`src/rtl/oled_spi_sink.sv`:
```
// oled_spi_sink: SSD1331-style OLED SPI receiver that assembles bytes, parses
// window commands and turns RGB565 pixel data into framebuffer write strobes.
//   clk, reset(async, active-low)   system clock / reset
//   sck, mosi, cs, dc               SPI mode-0 bus from the master (async to clk)
//   byte_valid, byte_data, byte_is_cmd  one-cycle strobe per received byte
//   wr_en, wr_addr, wr_data         one-cycle pixel write (row*COLS+col, RGB565)
//   frame_done                      strobe with the write of the window's last pixel
//   cmd_busy                        high while command arguments are still expected
module oled_spi_sink #(
   parameter int COLS        = 96,
   parameter int ROWS        = 64,
   parameter int SYNC_STAGES = 2
) (
   input  logic        clk,
   input  logic        reset,
   input  logic        sck,
   input  logic        mosi,
   input  logic        cs,
   input  logic        dc,
   output logic        byte_valid,
   output logic [7:0]  byte_data,
   output logic        byte_is_cmd,
   output logic        wr_en,
   output logic [12:0] wr_addr,
   output logic [15:0] wr_data,
   output logic        frame_done,
   output logic        cmd_busy
);
   localparam int CW = $clog2(COLS);
   localparam int RW = $clog2(ROWS);
   localparam logic [CW-1:0] COL_MAX = CW'(COLS - 1);
   localparam logic [RW-1:0] ROW_MAX = RW'(ROWS - 1);

   typedef enum logic [2:0] {IDLE, COL_A, COL_B, ROW_A, ROW_B, SKIP} state_t;
   state_t state, state_nx;

   logic [SYNC_STAGES-1:0] sck_q, mosi_q, cs_q, dc_q;
   logic          sck_d, sck_s, mosi_s, cs_s, dc_s, rise, cmd, pix, phase;
   logic [6:0]    shreg;
   logic [2:0]    bit_cnt;
   logic [3:0]    skip_cnt;
   logic [7:0]    hi;
   logic [CW-1:0] col_start, col_end, col_ptr, col_tmp, col_arg, col_endv;
   logic [RW-1:0] row_start, row_end, row_ptr, row_tmp, row_arg, row_endv;

   assign sck_s  = sck_q[SYNC_STAGES-1];
   assign mosi_s = mosi_q[SYNC_STAGES-1];
   assign cs_s   = cs_q[SYNC_STAGES-1];
   assign dc_s   = dc_q[SYNC_STAGES-1];
   assign rise   = sck_s & ~sck_d;
   assign cmd    = byte_valid & byte_is_cmd;
   assign pix    = byte_valid & ~byte_is_cmd;

   // Arguments are clamped to the panel, and an end below its start collapses
   // onto the start so the window is never empty.
   assign col_arg  = (byte_data > 8'(COLS - 1)) ? COL_MAX : byte_data[CW-1:0];
   assign row_arg  = (byte_data > 8'(ROWS - 1)) ? ROW_MAX : byte_data[RW-1:0];
   assign col_endv = (col_arg < col_tmp) ? col_tmp : col_arg;
   assign row_endv = (row_arg < row_tmp) ? row_tmp : row_arg;

   always_ff @(posedge clk or negedge reset) begin
      if (!reset) begin
         sck_q  <= '0;
         mosi_q <= '0;
         cs_q   <= '0;
         dc_q   <= '0;
         sck_d  <= 1'b0;
      end else begin
         sck_q  <= {sck_q[SYNC_STAGES-2:0], sck};
         mosi_q <= {mosi_q[SYNC_STAGES-2:0], mosi};
         cs_q   <= {cs_q[SYNC_STAGES-2:0], cs};
         dc_q   <= {dc_q[SYNC_STAGES-2:0], dc};
         sck_d  <= sck_s;
      end
   end

   // Deselect drops any partial byte; only whole bytes reach the parser.
   always_ff @(posedge clk or negedge reset) begin
      if (!reset) begin
         shreg       <= '0;
         bit_cnt     <= '0;
         byte_valid  <= 1'b0;
         byte_data   <= '0;
         byte_is_cmd <= 1'b0;
      end else begin
         byte_valid <= 1'b0;
         if (cs_s) begin
            bit_cnt <= '0;
         end else if (rise) begin
            shreg   <= {shreg[5:0], mosi_s};
            bit_cnt <= bit_cnt + 3'd1;
            if (bit_cnt == 3'd7) begin
               byte_valid  <= 1'b1;
               byte_data   <= {shreg, mosi_s};
               byte_is_cmd <= ~dc_s;
            end
         end
      end
   end

   always_ff @(posedge clk or negedge reset) begin
      if (!reset) state <= IDLE;
      else        state <= state_nx;
   end

   // A pixel byte arriving mid-command abandons the command.
   always_comb begin
      state_nx = state;
      cmd_busy = (state != IDLE);
      if (pix) begin
         state_nx = IDLE;
      end else if (cmd) begin
         case (state)
            IDLE:    state_nx = (byte_data == 8'h15) ? COL_A :
                                (byte_data == 8'h75) ? ROW_A :
                                (byte_data inside {8'h21, 8'h22, 8'h25, 8'h26}) ? SKIP : IDLE;
            COL_A:   state_nx = COL_B;
            ROW_A:   state_nx = ROW_B;
            SKIP:    state_nx = (skip_cnt == 4'd1) ? IDLE : SKIP;
            default: state_nx = IDLE;
         endcase
      end
   end

   // The window start is held in a scratch register until the end argument
   // arrives, so an aborted command leaves the live window untouched.
   always_ff @(posedge clk or negedge reset) begin
      if (!reset) begin
         skip_cnt   <= '0;
         col_tmp    <= '0;
         row_tmp    <= '0;
         col_start  <= '0;
         col_end    <= COL_MAX;
         col_ptr    <= '0;
         row_start  <= '0;
         row_end    <= ROW_MAX;
         row_ptr    <= '0;
         phase      <= 1'b0;
         hi         <= '0;
         wr_en      <= 1'b0;
         wr_addr    <= '0;
         wr_data    <= '0;
         frame_done <= 1'b0;
      end else begin
         wr_en      <= 1'b0;
         frame_done <= 1'b0;
         if (cmd) begin
            case (state)
               IDLE:  skip_cnt <= (byte_data == 8'h21) ? 4'd7 :
                                  (byte_data == 8'h22) ? 4'd10 :
                                  (byte_data == 8'h25) ? 4'd4 : 4'd1;
               COL_A: col_tmp <= col_arg;
               COL_B: begin
                  col_start <= col_tmp;
                  col_end   <= col_endv;
                  col_ptr   <= col_tmp;
                  phase     <= 1'b0;
               end
               ROW_A: row_tmp <= row_arg;
               ROW_B: begin
                  row_start <= row_tmp;
                  row_end   <= row_endv;
                  row_ptr   <= row_tmp;
                  phase     <= 1'b0;
               end
               SKIP:  skip_cnt <= skip_cnt - 4'd1;
               default: ;
            endcase
         end
         if (pix) begin
            if (!phase) begin
               hi    <= byte_data;
               phase <= 1'b1;
            end else begin
               phase      <= 1'b0;
               wr_en      <= 1'b1;
               wr_data    <= {hi, byte_data};
               wr_addr    <= 13'(row_ptr) * 13'(COLS) + 13'(col_ptr);
               frame_done <= (col_ptr == col_end) && (row_ptr == row_end);
               col_ptr    <= (col_ptr == col_end) ? col_start : col_ptr + 1'b1;
               if (col_ptr == col_end) row_ptr <= (row_ptr == row_end) ? row_start : row_ptr + 1'b1;
            end
         end
      end
   end
endmodule

```
`config.mk`:
```
export PLATFORM = sky130hd
export DESIGN_NAME = oled_spi_sink
export DESIGN_NICKNAME = d
export VERILOG_FILES = /design/src/rtl/oled_spi_sink.sv
export SDC_FILE = /design/constraint.sdc
export NUM_CORES = 1
export LEC_CHECK = 0
export BUFFER_PORTS_ARGS = -buffer_cell sky130_fd_sc_hd__buf_4
export CAP_MARGIN = 20
export CORE_ASPECT_RATIO = 1.4
export CORE_MARGIN = 4
export CORE_UTILIZATION = 55
export CTS_CLUSTER_SIZE = 40
export DETAILED_ROUTE_END_ITERATION = 10
export MAX_ROUTING_LAYER = met4
export PLACE_DENSITY = 0.81
export SYNTH_ARGS = -nofsm -noshare
export SYNTH_HDL_FRONTEND = slang
export SYNTH_SLANG_ARGS = --single-unit
```
`constraint.sdc`:
```
create_clock -name clk -period 3 [get_ports clk]
set_clock_uncertainty 0.15 [all_clocks]
set_input_delay 0.15 -clock clk [delete_from_list [all_inputs] [get_ports clk]]
set_output_delay 0.15 -clock clk [all_outputs]
set_load 0.01 [all_outputs]
```
---- Word level (Yosys, flattened, before mapping) ----
Cells that the tools add are included.
storage, ports and cells
  flip-flop bits (word level) ............. 128
  bits of input ports ..................... 6
  output and inout bits ................... 42
cells by class
  $add $sub $neg .......................... 5
  $mul .................................... 1
  $lt $le $gt $ge ......................... 4
  equality and inequality tests ........... 15
  multiplexer cells ....................... 39
  bitwise gates (word level) .............. 8
  reduce and logical (&&, ||, !) cells .... 19
operators with widths
  operator               count
  $mux W7                7
  $mux W6                8
  $eq A8 B6 Y1 const B   4
  $mux W3                9
  $reduce_and A2 Y1      9
  $add A13 B7 Y13        1
  $pmux W3 S4            1
  $mux W1                11
  $eq A3 B3 Y1 const B   3
  $eq A8 B5 Y1 const B   1
  $eq A8 B7 Y1 const B   1
  $gt A8 B6 Y1 const B   1
  $gt A8 B7 Y1 const B   1
  $mul A6 B2 Y8 const B  1
  $mux W4                2
  $pmux W4 S2            1
  $reduce_bool A2 Y1     4
  $add A7 B1 Y7 const B  1
  $eq A7 B7 Y1           1
  $lt A7 B7 Y1           1
  $add A6 B1 Y6 const B  1
  $eq A3 B2 Y1 const B   2
  $eq A6 B6 Y1           1
  $lt A6 B6 Y1           1
  other kinds (12)       18

---- Logic depth before layout (Yosys ltp) ----
Gate-level depths: netlist (run 1).
  depth in word-level cells ............... 8
  depth in mapped cells ................... 10
  depth with buffers taken out ............ 9

---- Worst setup path before layout (run 1) ----
No wires, ideal clock.
  kind .................................... register to register
  from .................................... reg byte_data[5]
  to ...................................... reg col_end[6]
  setup time .............................. 0.081 ns
  data arrival time ....................... 2.175 ns
  required time ........................... 2.769 ns
  path slack .............................. 0.594 ns
  cell stages (with the launch flop) ...... 11
  path buffers ............................ 1
  cell sequence ........................... dfrtp_1 clkbuf_1 a21o_1 nor2_1 inv_1 ha_1 a21o_1 a21o_1 a21oi_1 nand3_1 o211ai_1
between the ends
  longest elaborated chain between the ends .. 4
ends and longest elaborated chain
  item                    line  text
  start, declared         21    output logic [7:0] byte_data,
  start signal, assigned  94    byte_data <= {shreg, mosi_s};
  $gt A8 B7 Y1            56    assign col_arg = (byte_data > 8'(COLS - 1)) ? COL_MAX : byte_data[CW-1:0];
  $mux W7                 56
  named net col_arg[4]    43    logic [CW-1:0] col_start, col_end, col_ptr, col_tmp, col_arg, col_endv;
  $lt A7 B7 Y1            58    assign col_endv = (col_arg < col_tmp) ? col_tmp : col_arg;
  $mux W7                 58
  end signal, assigned    155   col_end <= col_endv;
  end, declared           43
The timed path passes the listed nets, and every way through them passes these cells.
A chain may end at the register's enable or synchronous reset.

---- Worst setup path in the final report (run 1) ----
  from .................................... reg byte_data[6]
  to ...................................... reg col_end[3]
Same word-level chain as after synthesis.

==> reports/results.ini, run 1 <==
[outcome]
run_status = finished, final reports clean

[grt]
grt_pass1_wl_um = 22700
track_usage_pct = 21.7
grt_overflow = 0
antenna_found_initial = 0
grt_pass1_vias = 4755
grt_max_degree = 88

[yosys]
postSynthAreaPerCell_um2 = 10.3
synth.area.top_cells = dfrtp_1, nand2_1, dfstp_2
yosys_warnings = 0
ys_ff_latch = 128
synth_cell_type_count = 61
synth_top_area_share_pct = 45.4
ys_seq_area_share_pct = 50.3
mappedNetlistArea_um2 = 6390
synth_area_leader_cell = dfrtp_1
syn_nets = 654
synthArstFlopShare_pct = 100
synth_edf_count = 0
netlist_instances = 621
synth_flop_cell = dfrtp_1

[drt]
drt_iter0_drc = 266
wire_per_inst_um = 16.2
vias = 4688
vias_per_cell = 5.70
drt.antenna.violating_nets = 0
first_pass_iters = 5
wirelength_um = 13300
drc_errors = 0

[layout]
drive_gt1_share_pct = 20.8
area_growth_pct = 16.3
finalNonFillerCells = 823
n_fill_cell = 833
multi_input_area_um2 = 2930
register_area_um2 = 3220
fin_nets = 700
insertedDiodeCount = 0

[setup_path]
r2r-start = byte_data[6]
r2r_slack_ns = 0.37
cp-end-kind = flip-flop
arrival_ns = 2.77
crit_type = reg2reg
ff2ff_path_depth = 9
cp-start-kind = flip-flop
worstReg2RegEnd = col_end[3]
crit_fanout = 17
required_ns = 3.14

[die]
dieHeight_um = 136
num_rows = 46
initial_core_util_pct = 56.4
ioPinCount = 48
design.core.area_um2 = 11300
dieArea_um2 = 13400
die_w_um = 99.1

[sta]
finalHoldViolCount = 0
layout_min_cycle_time_ns = 2.63
whs_ns = 0.116
fmax_mhz = 381
rsz0062_at_grt = no
period_share_pct = 87.6
fin_tns_setup_ns = 0
setup_viol = 0
drv_slew = 0
worst_pin_slew_ns = 1.09
max_slew_margin_pct = 27.1

[clock_tree]
htreeDepth = 4
clk_pin_slew_ns = 0.06
root_buffer = clkbuf_16
clock_latency_ns = 0.41
cts_tree = done
cts.sinks = 128
cts-buffers-inserted = 17
cts_buffer_depth = 2
post-cts-setup-buffers = 0

[power_and_ir_drop]
internal_power_mw = 2.91
comb_power_share_pct = 2.4
powerDensity_nw_per_um2 = 507
p_sw_uw = 867
power_mw = 3.77
seqPwrFrac_pct = 47.9
p_clk_share_pct = 49.7
switching_share_pct = 23.0
vdd_drop_max_mv = 0.528
leakage_nw = 3.77

[run]
max_cap_violations = 0

[placed_design]
port-buffer-count = 47
dp_hpwl_um = 9290
dp_cells = 787
place.gp.congestion = 0.910

[hold_path]
hold_path_class = in2async

==> per-layer routing <==
layer / GRT usage, % / up-vias / part of all wire, %
li1: - / 2238 / -
met1: 24.6 / 2296 / 41
met2: 36.8 / 123 / 51
met3: 4.74 / 31 / 4.5
met4: 9.11 / 0 / 2.8
met5: - / - / 0
==> critical path: stages, from the launching register on <==
cell and delay (ns):
dfrtp_1 0.53, a21o_1 0.26, nor2_1 0.15, inv_1 0.07, ha_1 0.30, a21o_1 0.16, a21o_1 0.19, a21oi_1 0.43
nand3_1 0.14, o311ai_1 0.12
==> kinds of logic (layout without fill, tap and decap cells) <==
kind of cell | Yosys count | in the layout | share of synthesized area, %
buf+inv | 59 | 117 | 3.82
xor+xnor | 31 | 31 | 4.25
simple gates | 208 | 208 | 15.5
mux | 53 | 53 | 8.79
fa+ha+maj | 28 | 28 | 5.68
flops | 128 | 128 | 50.3
compound gates | 114 | 114 | 11.6
==> placed cells by master (no fill, tap or decap), types with 3 or more instances in the layout <==
| cell | instances |
|---|---|
| a211oi_1 | 8 |
| a21o_1 | 18 |
| a21oi_1 | 29 |
| a22oi_1 | 3 |
| a31oi_1 | 6 |
| and2_1 | 3 |
| buf_4 | 51 |
| clkbuf_16 | 17 |
| clkinvlp_4 | 5 |
| dfrtp_1 | 116 |
| dfstp_2 | 12 |
| dlygate4sd3_1 | 5 |
| ha_1 | 25 |
| inv_1 | 29 |
| inv_6 | 5 |
| mux2_2 | 25 |
| mux2i_1 | 28 |
| nand2_1 | 107 |
| nand2b_1 | 4 |
| nand3_1 | 15 |
| nor2_1 | 30 |
| nor2_2 | 6 |
| nor3_1 | 6 |
| nor3b_1 | 3 |
| nor3b_2 | 3 |
| nor4_1 | 3 |
| o21ai_0 | 21 |
| o21ai_1 | 8 |
| o311ai_1 | 5 |
| or2_2 | 3 |
| or3_1 | 9 |
| xnor2_1 | 16 |
| xor2_1 | 15 |
==> cell usage after synthesis (15+ instances only) <==
cell      number
mux2_2        25
mux2i_1       28
nor2_1        30
xnor2_1       16
ha_1          25
a21o_1        18
a21oi_1       29
o21ai_0       21
clkbuf_1      19
nand3_1       15
xor2_1        15
inv_1         29
nand2_1      107
dfrtp_1      116
==> what timing repair did <==
action | in CTS | in global routing
hold endpoints to repair | 45 | 0
setup endpoints to repair | 0 | 0
hold buffers | 5 | 0
gates resized for setup | 0 | 0
==> metrics by stage <==
| step | setup WS [ns] | utilization, % | area [um^2] |
|---|---|---|---|
| after CTS | 0.393 | 65.6 | 7440 |
| after detailed placement | 0.399 | 60.3 | 6840 |
| after global routing | 0.176 | 65.6 | 7440 |
| after global placement | 0.561 | 60.3 | 6840 |
| final | 0.373 | 65.6 | 7440 |
| after floorplan | 0.594 | - | 6390 |
==> state kept, by name (all words and copies together) (netlist names), 3 cells and up <==
name       count
row_end        6
skip_cnt       4
row_tmp        6
wr_addr       13
col_tmp        7
col_end        7
wr_data       16
col_start      7
state          3
bit_cnt        3
row_start      6
col_ptr        7
row_ptr        6
byte_data      8
hi             8
shreg          7
==> power by group through the flow <==
stage	Sequential, mW	Clock [mW]	Combinational, mW
floorplan	1.82	0	0.0418
global placement	1.83	0	0.0844
detailed placement	1.83	0	0.0885
CTS	1.81	1.90	0.0957
global route	1.81	1.99	0.105
finish	1.81	1.87	0.0919
==> worst max path at each step <==
stage / startpoint / end / slack (ns)
2_1_floorplan: byte_data[5] / col_end[6] / 0.59
3_3_place_gp: byte_data[6] / col_end[4] / 0.56
3_5_place_dp: row_ptr[0] / wr_addr[12] / 0.40
4_1_cts: row_ptr[0] / wr_addr[12] / 0.39
5_1_grt: byte_data[6] / col_end[1] / 0.18
6_report: byte_data[6] / col_end[3] / 0.37
==> final cells by class <==
class | count | share of cell area [%]
clock buffers | 18 | 5.91
flip-flops and latches | 128 | 43.3
clock inverters | 13 | 1.43
multi-input cells | 434 | 39.4
repair buffers | 57 | 6.09
inverters | 29 | 1.46
well taps | 144 | 2.42
No activity file was read; power rests on OpenSTA's default activity.
==> run 2, diff against run 1 <==
clock period = 2.98 ns   (was 3 ns; I/O delays follow)
==> reports/results.ini, run 2 (synthesis results as in run 1) <==
[setup_path]
cp_cell_sequence = a21o_1 > nor2_1 > inv_1 > ha_1 > a21o_1 > a21o_1 > a21o_1 > nor2_1 > o211ai_1
crit_type = reg2reg
cp_slowest_cell = dfrtp_1
path_depth = 9  ; unchanged
arrival_ns = 2.87  ; +0.10 ns
path_common_cell = a21o_1
cp_top_family = compound AO/OA/AOI/OAI gates
ff2ff_path_depth = 9  ; unchanged
cp-start-kind = flip-flop
critPathBufInv = 1  ; unchanged
crit_fanout = 17  ; unchanged
cp-end-kind = flip-flop
required_ns = 3.14  ; about the same
slowest_delay_ns = 0.53  ; about the same

[clock_tree]
post-cts-setup-buffers = 0  ; unchanged
htreeDepth = 4  ; unchanged
cts.sinks = 128  ; unchanged
cts_buffer_depth = 2  ; unchanged
root_buffer = clkbuf_16
cts_tree = done
cts-buffers-inserted = 17  ; unchanged
clock_latency_ns = 0.42  ; about the same
clk_pin_slew_ns = 0.06  ; about the same

[die]
ioPinCount = 48  ; unchanged
dieHeight_um = 136  ; unchanged
num_rows = 46  ; unchanged
initial_core_util_pct = 56.4  ; unchanged
die_w_um = 99.1  ; unchanged
design.core.area_um2 = 11300  ; unchanged
dieArea_um2 = 13400  ; unchanged

[drt]
drc_errors = 0  ; unchanged
wirelength_um = 13800  ; +3.8%
wire_per_inst_um = 16.8  ; +3.7%
drt_iter0_drc = 229  ; -14%
first_pass_iters = 5  ; unchanged
drt.antenna.violating_nets = 0  ; unchanged
vias_per_cell = 5.62  ; -1.4%
vias = 4627  ; -1.3%

[placed_design]
placed_area_um2 = 6840  ; unchanged
port-buffer-count = 47  ; unchanged
dp_hpwl_um = 9460  ; +1.9%
dp_slack_ns = 0.364  ; -0.0348 ns
place.gp.congestion = 0.868  ; -4.6%
dp_cells = 787  ; unchanged

[layout]
final_cell_area_um2 = 7430  ; about the same
insertedDiodeCount = 0  ; unchanged
area_growth_pct = 16.3  ; about the same
layout_common_cells = dfrtp_1, nand2_1, buf_4
drive_gt1_share_pct = 20.7  ; -0.031 points
fin_nets = 700  ; unchanged
finalNonFillerCells = 824  ; +0.12%
mostFrequentLayoutCell = dfrtp_1
final_core_utilization_pct = 65.6  ; about the same
reg_top3 = wr_data: 16 flops, wr_addr: 13 flops
largest_reg_flops = 16  ; unchanged
top_register = wr_data

[sta]
fin_tns_setup_ns = 0  ; unchanged
finalHoldViolCount = 0  ; unchanged
worst_pin_slew_ns = 1.08  ; -0.0178 ns
setup_viol = 0  ; unchanged
rsz0062_at_grt = no
period_share_pct = 90.8  ; +3.2 points
whs_ns = 0.155  ; +0.0385 ns
setup_ws_ns = 0.275  ; -0.0988 ns
fmax_mhz = 370  ; -2.9%
max_slew_margin_pct = 28.3  ; +1.2 points
layout_min_cycle_time_ns = 2.71  ; +0.0788 ns
drv_slew = 0  ; unchanged

[outcome]
run_status = finished, final reports clean

[grt]
antenna_found_initial = 0  ; unchanged
grt_overflow = 0  ; unchanged
track_usage_pct = 22.8  ; +1.1 points
grt_pass1_vias = 4930  ; +3.7%
grt_pass1_wl_um = 23500  ; +3.4%
grt_max_degree = 79  ; -10%

[power_and_ir_drop]
vdd_drop_max_mv = 0.423  ; -20%
leakage_nw = 3.77  ; -0.12%
powerDensity_nw_per_um2 = 511  ; +0.76%
power_mw = 3.80  ; +0.72%

[hold_path]
hold_path_class = in2async

[run]
max_cap_violations = 0  ; unchanged

-- run 2: cell types whose count changed in the layout (fill, tap and decap cells not counted) --
cell      before  now
a21oi_1       29   28
a21oi_2        1    2
clkbuf_1       0    2
clkbuf_8       1    0
clkinv_4       1    3
inv_6          5    3
-- run 2: routing by layer --
| metal | GRT usage, % | part of all wire, % | vias up |
|---|---|---|---|
| met5 | - | 0 | - |
| met4 | 10.4 | 3.3 | 0 |
| met3 | 6.13 | 4.8 | 40 |
| met2 | 38.3 | 52 | 122 |
| met1 | 25.2 | 40 | 2234 |
| li1 | - | - | 2231 |
-- run 2: final timing paths --
| kind | from | to | slack, ns |
|---|---|---|---|
| max | byte_data[6] | col_end[6] | 0.27 |
| min | reset | bit_cnt[1] | 0.15 |
| max reg2reg | byte_data[6] | col_end[6] | 0.27 |
| min reg2reg | cs_q[0] | cs_q[1] | 0.20 |
| max in group asynchronous | reset | row_end[4] | 1.64 |
| min in group clk | cs_q[0] | cs_q[1] | 0.20 |
-- run 2: worst register-to-register path, stage by stage, from the launching register on --
cell and delay [ns]:
dfrtp_1 0.53, a21o_1 0.26, nor2_1 0.18, inv_1 0.07, ha_1 0.30, a21o_1 0.17
a21o_1 0.20, a21o_1 0.20, nor2_1 0.33, o211ai_1 0.20
-- run 2: area by class of cell --
cell class / instances / area, um^2
Fill cell: 835 / 3900
Sequential cell: 128 / 3220
Multi-Input combinational cell: 434 / 2940
Timing Repair Buffer: 57 / 453
Clock buffer: 19 / 433
Tap cell: 144 / 180
Inverter: 29 / 109
Clock inverter: 13 / 106
-- run 2: repair_timing --
| action | in CTS | in global routing |
|---|---|---|
| hold buffers | 5 | 0 |
| resized for setup | 0 | 1 |
| setup endpoints to repair | 0 | 1 |
| hold endpoints to repair | 54 | 0 |
-- run 2: power breakdown --
group          leakage [nW]  switching [mW]  internal, mW
registers              1.71          0.0365          1.79
clock network         0.248           0.808          1.07
logic                  1.81          0.0512        0.0439
